File: config.mk
export PLATFORM = sky130hd
export DESIGN_NAME = sand_row_stepper_flat
export DESIGN_NICKNAME = d
export VERILOG_FILES = /design/src/rtl/sand_pkg.sv /design/src/rtl/sand_row_stepper_if.sv /design/src/rtl/sand_word_kernel.sv /design/src/rtl/sand_row_stepper.sv /design/src/flat_wrapper.sv
export SDC_FILE = /design/constraint.sdc
export NUM_CORES = 1
export LEC_CHECK = 0
export ABC_AREA = 1
export BUFFER_PORTS_ARGS = -buffer_cell sky130_fd_sc_hd__buf_2
export CORE_ASPECT_RATIO = 0.8
export CORE_MARGIN = 2
export CORE_UTILIZATION = 50
export DETAILED_ROUTE_END_ITERATION = 6
export PLACE_DENSITY_LB_ADDON = 0.1
export RECOVER_POWER = 25
export SYNTH_ARGS = -nofsm -noshare
export SYNTH_HDL_FRONTEND = slang
export SYNTH_SLANG_ARGS = --single-unit
File: constraint.sdc
create_clock -name clk -period 27.5 [get_ports clk]
set_input_delay 2.75 -clock clk [delete_from_list [all_inputs] [get_ports clk]]
set_output_delay 2.75 -clock clk [all_outputs]
set_load 0.01 [all_outputs]
File: src/rtl/sand_pkg.sv
// Shared types and helpers for the sand row stepper.
// Cell encoding and single-cell pack/unpack helpers used to slice
// 2*CELLS-bit framebuffer words into cells (cell i = bits[2i+1:2i]).
package sand_pkg;

    typedef enum logic [1:0] {
        AIR     = 2'b00,
        SAND    = 2'b01,
        SAND_AM = 2'b10,   // sand that has already moved this pass
        WALL    = 2'b11
    } cell_t;

    function automatic cell_t unpack_cell(input logic [1:0] bits);
        return cell_t'(bits);
    endfunction

    function automatic logic [1:0] pack_cell(input cell_t c);
        return c;
    endfunction

endpackage

File: src/rtl/sand_row_stepper_if.sv
// Stream interface of the sand row stepper.
// Input side : dir_seed, in_valid/in_ready, in_region, in_floor, in_first, in_last
// Output side: out_valid/out_ready, out_region, out_floor, out_first, out_last,
//              row_done, moved_count
// master = producer/consumer around the engine, slave = the engine itself.
interface sand_row_stepper_if #(
    parameter int CELLS = 16,
    parameter int CNT_W = 12
);
    logic                 dir_seed;
    logic                 in_valid;
    logic                 in_ready;
    logic [2*CELLS-1:0]   in_region;
    logic [2*CELLS-1:0]   in_floor;
    logic                 in_first;
    logic                 in_last;
    logic                 out_valid;
    logic                 out_ready;
    logic [2*CELLS-1:0]   out_region;
    logic [2*CELLS-1:0]   out_floor;
    logic                 out_first;
    logic                 out_last;
    logic                 row_done;
    logic [CNT_W-1:0]     moved_count;

    modport master (
        output dir_seed, in_valid, in_region, in_floor, in_first, in_last, out_ready,
        input  in_ready, out_valid, out_region, out_floor, out_first, out_last,
               row_done, moved_count
    );

    modport slave (
        input  dir_seed, in_valid, in_region, in_floor, in_first, in_last, out_ready,
        output in_ready, out_valid, out_region, out_floor, out_first, out_last,
               row_done, moved_count
    );
endinterface

File: src/rtl/sand_word_kernel.sv
// Combinational sand update for one word of a region row over its floor row.
// Ports:
//   cur_region/cur_floor : incoming word pair (cell CELLS-1 is leftmost)
//   lookahead            : floor cell just right of cell 0 (WALL at row end)
//   pref                 : tie-break preference on entry (0=left, 1=right)
//   new_region/new_floor : updated word pair
//   carry                : grain of cell 0 slid into the next word's leftmost floor cell
//   pref_next            : tie-break preference after this word
//   moves                : number of grains moved in this word
module sand_word_kernel
    import sand_pkg::*;
#(
    parameter int CELLS = 16,
    parameter int MW    = $clog2(CELLS + 1)
) (
    input  logic [2*CELLS-1:0] cur_region,
    input  logic [2*CELLS-1:0] cur_floor,
    input  cell_t              lookahead,
    input  logic               pref,
    output logic [2*CELLS-1:0] new_region,
    output logic [2*CELLS-1:0] new_floor,
    output logic               carry,
    output logic               pref_next,
    output logic [MW-1:0]      moves
);

    cell_t         r_s [CELLS];
    cell_t         f_s [CELLS];
    logic          p_s;
    logic          carry_s;
    logic          l_air_s;
    logic          r_air_s;
    logic          take_l_s;
    logic          take_r_s;
    logic [MW-1:0] mv_s;

    // Sweep cells left to right on a working floor copy so earlier moves block later ones.
    always_comb begin
        for (int i = 0; i < CELLS; i++) begin
            r_s[i] = unpack_cell(cur_region[2*i +: 2]);
            f_s[i] = unpack_cell(cur_floor[2*i +: 2]);
        end
        p_s      = pref;
        carry_s  = 1'b0;
        mv_s     = '0;
        l_air_s  = 1'b0;
        r_air_s  = 1'b0;
        take_l_s = 1'b0;
        take_r_s = 1'b0;
        for (int i = CELLS - 1; i >= 0; i--) begin
            // Neighbour indices are clamped so they stay in range; the edge
            // cases are masked by the i tests.
            l_air_s  = (i != CELLS - 1) && (f_s[(i == CELLS - 1) ? 0 : i + 1] == AIR);
            r_air_s  = (i == 0) ? ((lookahead == AIR) && !carry_s)
                                : (f_s[(i == 0) ? 0 : i - 1] == AIR);
            take_l_s = 1'b0;
            take_r_s = 1'b0;
            case (r_s[i])
                SAND_AM: r_s[i] = SAND;
                SAND: begin
                    if (f_s[i] == AIR) begin
                        r_s[i] = AIR;
                        f_s[i] = SAND_AM;
                        mv_s   = mv_s + MW'(1);
                    end else begin
                        if (l_air_s && r_air_s) begin
                            take_l_s = !p_s;
                            take_r_s = p_s;
                            p_s      = !p_s;
                        end else begin
                            take_l_s = l_air_s;
                            take_r_s = r_air_s;
                        end
                        if (take_l_s) begin
                            f_s[(i == CELLS - 1) ? 0 : i + 1] = SAND_AM;
                            r_s[i] = AIR;
                            mv_s   = mv_s + MW'(1);
                        end else if (take_r_s) begin
                            if (i == 0) begin
                                carry_s = 1'b1;
                            end else begin
                                f_s[(i == 0) ? 0 : i - 1] = SAND_AM;
                            end
                            r_s[i] = AIR;
                            mv_s   = mv_s + MW'(1);
                        end else begin
                            r_s[i] = SAND;
                        end
                    end
                end
                default: r_s[i] = r_s[i];
            endcase
        end
        new_region = '0;
        new_floor  = '0;
        for (int i = 0; i < CELLS; i++) begin
            new_region[2*i +: 2] = pack_cell(r_s[i]);
            new_floor[2*i +: 2]  = pack_cell(f_s[i]);
        end
        carry     = carry_s;
        pref_next = p_s;
        moves     = mv_s;
    end

endmodule

File: src/rtl/sand_row_stepper.sv
// Streaming sand-physics row stepper: one hold word of lookahead (H) feeding
// a registered output word (O), with cross-word carry, persistent tie-break
// preference and a saturating per-row moved-grain counter.
// Ports: clk, reset_n (async active-low), sclr (sync abort), bus (slave side
// of sand_row_stepper_if carrying both streams, dir_seed, row_done, moved_count).
module sand_row_stepper
    import sand_pkg::*;
#(
    parameter int CELLS = 16,
    parameter int CNT_W = 12
) (
    input logic              clk,
    input logic              reset_n,
    input logic              sclr,
    sand_row_stepper_if.slave bus
);

    localparam int MW = $clog2(CELLS + 1);

    logic               h_valid_r, h_first_r, h_last_r;
    logic [2*CELLS-1:0] h_region_r, h_floor_r;
    logic               o_valid_r, o_first_r, o_last_r;
    logic [2*CELLS-1:0] o_region_r, o_floor_r;
    logic               pref_r;
    logic [CNT_W-1:0]   cnt_r;
    logic [CNT_W-1:0]   moved_count_r;
    logic               row_done_r;

    logic               o_free_s, in_ready_s, accept_s, move_h_s, last_xfer_s, restart_s;
    cell_t              la_s;
    logic [2*CELLS-1:0] k_region_s, k_floor_s, floor_adj_s;
    logic               k_carry_s, k_pref_s;
    logic [MW-1:0]      k_moves_s;
    logic [CNT_W-1:0]   cnt_base_s, cnt_next_s;
    logic [CNT_W:0]     cnt_sum_s;

    assign o_free_s    = !o_valid_r || bus.out_ready;
    assign in_ready_s  = !(h_valid_r && h_last_r) && (!h_valid_r || o_free_s);
    assign accept_s    = bus.in_valid && in_ready_s;
    // H advances when its right neighbour arrives, or alone when it closes the row.
    assign move_h_s    = h_valid_r && (accept_s || h_last_r) && o_free_s;
    assign last_xfer_s = o_valid_r && bus.out_ready && o_last_r;
    assign restart_s   = accept_s && bus.in_first && h_valid_r && !h_last_r;
    // A new row never sees the previous row's cells, so it acts like a wall.
    assign la_s        = (h_last_r || bus.in_first) ? WALL
                                                    : unpack_cell(bus.in_floor[2*CELLS-1 -: 2]);

    sand_word_kernel #(.CELLS(CELLS), .MW(MW)) u_kernel (
        .cur_region (h_region_r),
        .cur_floor  (h_floor_r),
        .lookahead  (la_s),
        .pref       (pref_r),
        .new_region (k_region_s),
        .new_floor  (k_floor_s),
        .carry      (k_carry_s),
        .pref_next  (k_pref_s),
        .moves      (k_moves_s)
    );

    // Incoming floor word with the carried grain landed in its leftmost cell.
    always_comb begin
        floor_adj_s = bus.in_floor;
        if (move_h_s && k_carry_s) begin
            floor_adj_s[2*CELLS-1 -: 2] = pack_cell(SAND_AM);
        end else begin
            floor_adj_s[2*CELLS-1 -: 2] = bus.in_floor[2*CELLS-1 -: 2];
        end
    end

    // Next row count: restart after a row is reported, saturate at all-ones.
    always_comb begin
        cnt_base_s = last_xfer_s ? '0 : cnt_r;
        if (move_h_s) begin
            cnt_sum_s = {1'b0, cnt_base_s} + (CNT_W + 1)'(k_moves_s);
        end else begin
            cnt_sum_s = {1'b0, cnt_base_s};
        end
        if (restart_s) begin
            cnt_next_s = '0;
        end else if (cnt_sum_s[CNT_W]) begin
            cnt_next_s = '1;
        end else begin
            cnt_next_s = cnt_sum_s[CNT_W-1:0];
        end
    end

    // Hold register H and tie-break preference.
    always_ff @(posedge clk or negedge reset_n) begin
        if (!reset_n) begin
            h_valid_r <= 1'b0; h_first_r <= 1'b0; h_last_r <= 1'b0;
            h_region_r <= '0;  h_floor_r <= '0;   pref_r <= 1'b0;
        end else if (sclr) begin
            h_valid_r <= 1'b0; h_first_r <= 1'b0; h_last_r <= 1'b0;
            h_region_r <= '0;  h_floor_r <= '0;   pref_r <= 1'b0;
        end else begin
            if (accept_s) begin
                h_valid_r  <= 1'b1;
                h_first_r  <= bus.in_first;
                h_last_r   <= bus.in_last;
                h_region_r <= bus.in_region;
                h_floor_r  <= floor_adj_s;
            end else if (move_h_s) begin
                h_valid_r <= 1'b0;
            end
            if (accept_s && bus.in_first) begin
                pref_r <= bus.dir_seed;
            end else if (move_h_s) begin
                pref_r <= k_pref_s;
            end
        end
    end

    // Output register O, row counter and row-done reporting.
    always_ff @(posedge clk or negedge reset_n) begin
        if (!reset_n) begin
            o_valid_r <= 1'b0; o_first_r <= 1'b0; o_last_r <= 1'b0;
            o_region_r <= '0;  o_floor_r <= '0;
            cnt_r <= '0; moved_count_r <= '0; row_done_r <= 1'b0;
        end else if (sclr) begin
            o_valid_r <= 1'b0; o_first_r <= 1'b0; o_last_r <= 1'b0;
            o_region_r <= '0;  o_floor_r <= '0;
            cnt_r <= '0; moved_count_r <= '0; row_done_r <= 1'b0;
        end else begin
            if (move_h_s) begin
                o_valid_r  <= 1'b1;
                o_first_r  <= h_first_r;
                o_last_r   <= h_last_r;
                o_region_r <= k_region_s;
                o_floor_r  <= k_floor_s;
            end else if (bus.out_ready) begin
                o_valid_r <= 1'b0;
            end
            cnt_r      <= cnt_next_s;
            row_done_r <= last_xfer_s;
            if (last_xfer_s) begin
                moved_count_r <= cnt_r;
            end
        end
    end

    assign bus.in_ready    = in_ready_s;
    assign bus.out_valid   = o_valid_r;
    assign bus.out_region  = o_region_r;
    assign bus.out_floor   = o_floor_r;
    assign bus.out_first   = o_first_r;
    assign bus.out_last    = o_last_r;
    assign bus.row_done    = row_done_r;
    assign bus.moved_count = moved_count_r;

endmodule

File: src/flat_wrapper.sv
// flat-port wrapper written by rule: the top's interface ports become plain ports
module sand_row_stepper_flat import sand_pkg::*;
#(
    parameter int CELLS = 16,
    parameter int CNT_W = 12
)
  (clk, reset_n, sclr, bus_dir_seed, bus_in_valid, bus_in_region, bus_in_floor, bus_in_first, bus_in_last, bus_out_ready, bus_in_ready, bus_out_valid, bus_out_region, bus_out_floor, bus_out_first, bus_out_last, bus_row_done, bus_moved_count);
  sand_row_stepper_if #(.CELLS(CELLS), .CNT_W(CNT_W)) bus_i ();
  input logic clk;
  input logic reset_n;
  input logic sclr;
  input wire logic [$bits(bus_i.dir_seed)-1:0] bus_dir_seed;
  input wire logic [$bits(bus_i.in_valid)-1:0] bus_in_valid;
  input wire logic [$bits(bus_i.in_region)-1:0] bus_in_region;
  input wire logic [$bits(bus_i.in_floor)-1:0] bus_in_floor;
  input wire logic [$bits(bus_i.in_first)-1:0] bus_in_first;
  input wire logic [$bits(bus_i.in_last)-1:0] bus_in_last;
  input wire logic [$bits(bus_i.out_ready)-1:0] bus_out_ready;
  output wire logic [$bits(bus_i.in_ready)-1:0] bus_in_ready;
  output wire logic [$bits(bus_i.out_valid)-1:0] bus_out_valid;
  output wire logic [$bits(bus_i.out_region)-1:0] bus_out_region;
  output wire logic [$bits(bus_i.out_floor)-1:0] bus_out_floor;
  output wire logic [$bits(bus_i.out_first)-1:0] bus_out_first;
  output wire logic [$bits(bus_i.out_last)-1:0] bus_out_last;
  output wire logic [$bits(bus_i.row_done)-1:0] bus_row_done;
  output wire logic [$bits(bus_i.moved_count)-1:0] bus_moved_count;
  assign bus_i.dir_seed = bus_dir_seed;
  assign bus_i.in_valid = bus_in_valid;
  assign bus_i.in_region = bus_in_region;
  assign bus_i.in_floor = bus_in_floor;
  assign bus_i.in_first = bus_in_first;
  assign bus_i.in_last = bus_in_last;
  assign bus_i.out_ready = bus_out_ready;
  assign bus_in_ready = bus_i.in_ready;
  assign bus_out_valid = bus_i.out_valid;
  assign bus_out_region = bus_i.out_region;
  assign bus_out_floor = bus_i.out_floor;
  assign bus_out_first = bus_i.out_first;
  assign bus_out_last = bus_i.out_last;
  assign bus_row_done = bus_i.row_done;
  assign bus_moved_count = bus_i.moved_count;
  sand_row_stepper #(.CELLS(CELLS), .CNT_W(CNT_W)) u_core (.clk(clk), .reset_n(reset_n), .sclr(sclr), .bus(bus_i));
endmodule
==> results.yml <==
outcome:
  status: "finished, violations left"
  violations: "capacitance limit, slew limit"
yosys:
  synthFlopType: "dfrtp_1"
  synth_compound_gate_area_share_pct: 14.90
  synth_xor_area_share_pct: 3.589
  netlist_instances: 1416
  synthAdderAreaFrac_pct: 8.031
  synth_top_family_by_area: "simple AND/OR/NAND/NOR gates"
  syn-num-nets: 1557
  synth_cell_types: 60
  synth_area_sq_mm: 0.01084
  yosys.area.top_type: "dfrtp_1"
  syn_avg_cell_area_sq_um: 7.657
  synth-edff-count: 0
  synth_seq_cells: 160
  synth_top_area_share_pct: 36.93
  synthTopCellsByArea: "dfrtp_1, nand2_1, ha_1"
  yosys.area_share.simple_pct: 27.95
  synth.yosys.warnings: 0
  synth_common_cells: "nand2_1, inv_1, dfrtp_1"
  muxShareOfSynthArea_pct: 0.09231
  synth_most_common_cell: "nand2_1"
  synth-async-reset-ratio_pct: 100.0
  seq_area_frac_synth_pct: 36.93
final_layout:
  area_growth_pct: 14.69
  antenna_cells: 0
  final_nets: 1698
  drive_above_1_share_pct: 19.94
clock_network:
  cts_setup_buffers: 0
  htree_num_levels: 4
  clk_latency_ns: 0.44
  clock_sink_count: 160
  path_clk_slew_ns: 0.08
  cts-resized-gates: 0
  cts_made_buffers: 17
  clockBufferDepth: 2
  cts-root-buf: "clkbuf_16"
  cts_tree: "built"
  cts_hold_buf: 0
critical_path:
  worstPathArrival_ns: 10.68
  critPathLaunchType: "register"
  max_stage_delay_ns: 0.41
  crit_path_frequent_cell: "nand2_1"
  startpoint: "u_core.h_region_r[31]"
  cpMaxStageDelayCell: "o21ai_0"
  path_delay_family: "adder cells"
  cp.required_ns: 27.84
  critPathBufInv: 14
  crit_path_end_kind: "register"
  worstPathMaxFanout: 5
  r2r-start: "u_core.h_region_r[31]"
  critPathKind: "reg2reg"
route:
  initialDrtViolationCount: 581
  drt-total-wl_um: 26940
  ant_nets: 0
  avgViaCountPerCell: 5.179
  vias: 9556
  routedWlPerCell_um: 14.60
  drt_pass1_iterations: 5
  drcViolationCount: 0
flow_run:
  maxCapViolCount: 1
die:
  row_count: 48
  fp.dieH_um: 135.7
  ios: 153
  dieArea_sq_mm: 0.02289
  die_w_um: 168.6
  coreArea_sq_mm: 0.02144
  start_util_pct: 50.57
sta:
  setup_ws_ns: 17.16
  tightest_slew_ns: 4.857
  period_share_pct: 37.61
  slew_violations: 92
  setup_tns_ns: 0
  fmax_mhz: 96.68
  grt_setup_unrepaired: "no"
  fin_skew_ns: 0.01961
  finalSetupViolations: 0
  hold_viol_final: 0
  slew_headroom_pct: -223.8
  min_period_ns: 10.34
power:
  p_clk_share_pct: 33.8
  p_int_uw: 449.6
  p_sw_uw: 264.0
  vdd_drop_max_uv: 40.41
  power.density_mw_per_mm2: 57.38
  swShare_pct: 36.99
  p_leak_uw: 0.006614
  pwr-share-seq_pct: 35.9
  combPwrFrac_pct: 30.3
placed_design:
  dpl.hpwl_um: 19240
  pre_cts_ws_ns: 17.25
  io_buffers: 152
  gp_congestion: 0.8482
global_route:
  grt_pass1_wl_um: 44910
  grt_max_degree: 92
  grt_use_total_pct: 24.26
  antenna_found_initial: 0
  grt-ovfl-total: 0
  grt_pass1_vias: 9122
min_path:
  min_path_type: "reg2reg"
  hp-start: "u_core.cnt_r[3]"
## cell type report
| class | count | area (sq um) |
|---|---|---|
| Clock buffer | 18 | 439.2 |
| Clock inverter | 14 | 141.4 |
| Fill cell | 1987 | 9005 |
| Inverter | 208 | 783.3 |
| Multi-Input combinational cell | 1012 | 5931 |
| Sequential cell | 160 | 4004 |
| Tap cell | 275 | 344.1 |
| Timing Repair Buffer | 158 | 793.3 |
## worst min-delay path, delay by kind of cell, from the launching register on
kind	cells	cell delay, ns
AND/OR/NAND/NOR	2	0.11
flip-flops	1	0.34
## routing by layer
metal,up-vias,GRT usage (%),share of wire [%]
met5,-,0,0
met4,0,5.987,1.1
li1,4902,-,-
met1,4452,36.02,52
met2,177,37.20,43
met3,25,3.710,3.5
## metrics by stage
step / hold slack (ns) / cells / total power, uW / instance area (sq um) / util, %
floorplan: 0.4422 / 1416 / 421.6 / 10840 / -
CTS: 0.4671 / 1845 / 718.7 / 12450 / 58.09
global placement: 0.4569 / 1813 / 471.3 / 11870 / 55.38
global route: 0.4802 / 1845 / 759.9 / 12440 / 58.00
finish: 0.4666 / 1845 / 713.6 / 12440 / 58.00
detailed placement: 0.4580 / 1813 / 475.2 / 11870 / 55.38
## placed cells by master, fill, tap and decap left out, drive strengths merged, types with 2 or more instances in the layout
master      n
o211ai      8
nor2      111
o31ai       5
o311ai      2
a21oi      41
or2         2
a32o       15
a31oi       7
inv       215
nor3       17
buf       148
a211oi      6
nand3     109
xnor2      18
clkinvlp    3
nand4      13
dfrtp     160
o22ai       2
clkinv      3
nand2     392
ha         68
nand3b      2
clkbuf     28
a22o       24
o21ai     140
xor2       17
## final timing paths
| path | slack [ns] | cells past startpoint | end |
|---|---|---|---|
| hold reg to reg | 0.47 | 2 | u_core.bus.moved_count[3] |
| setup / recovery | 17.16 | 67 | u_core.cnt_r[11] |
| max in group asynchronous | 20.67 | 2 | u_core.h_region_r[8] |
| setup reg to reg | 17.16 | 67 | u_core.cnt_r[11] |
| min in group asynchronous | 4.05 | 1 | u_core.bus.out_region[27] |
| hold / removal | 0.47 | 2 | u_core.bus.moved_count[3] |
## logic make-up after synthesis
kind of cell,Yosys count
compound gates,257
simple gates,650
xor+xnor,35
buf+inv,244
flops,160
fa+ha+maj,69
mux,1
## power by group through the flow
stage                     logic (uW)  registers (uW)  clock network, uW
after floorplan                  162             260                  0
after global placement           211             260                  0
after detailed placement         215             260                  0
after CTS                        217             256                246
after global routing             248             257                255
final                            216             256                241
## registers in the layout (all words and copies together) (netlist names)
name and cells:
u_core.bus.row_done 1, u_core.bus.out_last 1, u_core.h_valid_r 1, u_core.bus.out_valid 1, u_core.h_last_r 1, u_core.bus.out_region 32, u_core.h_first_r 1, u_core.h_floor_r 32
u_core.h_region_r 32, u_core.bus.out_floor 32, u_core.cnt_r 12, u_core.pref_r 1, u_core.bus.moved_count 12, u_core.bus.out_first 1
Power figures use the tool's default switching activity.
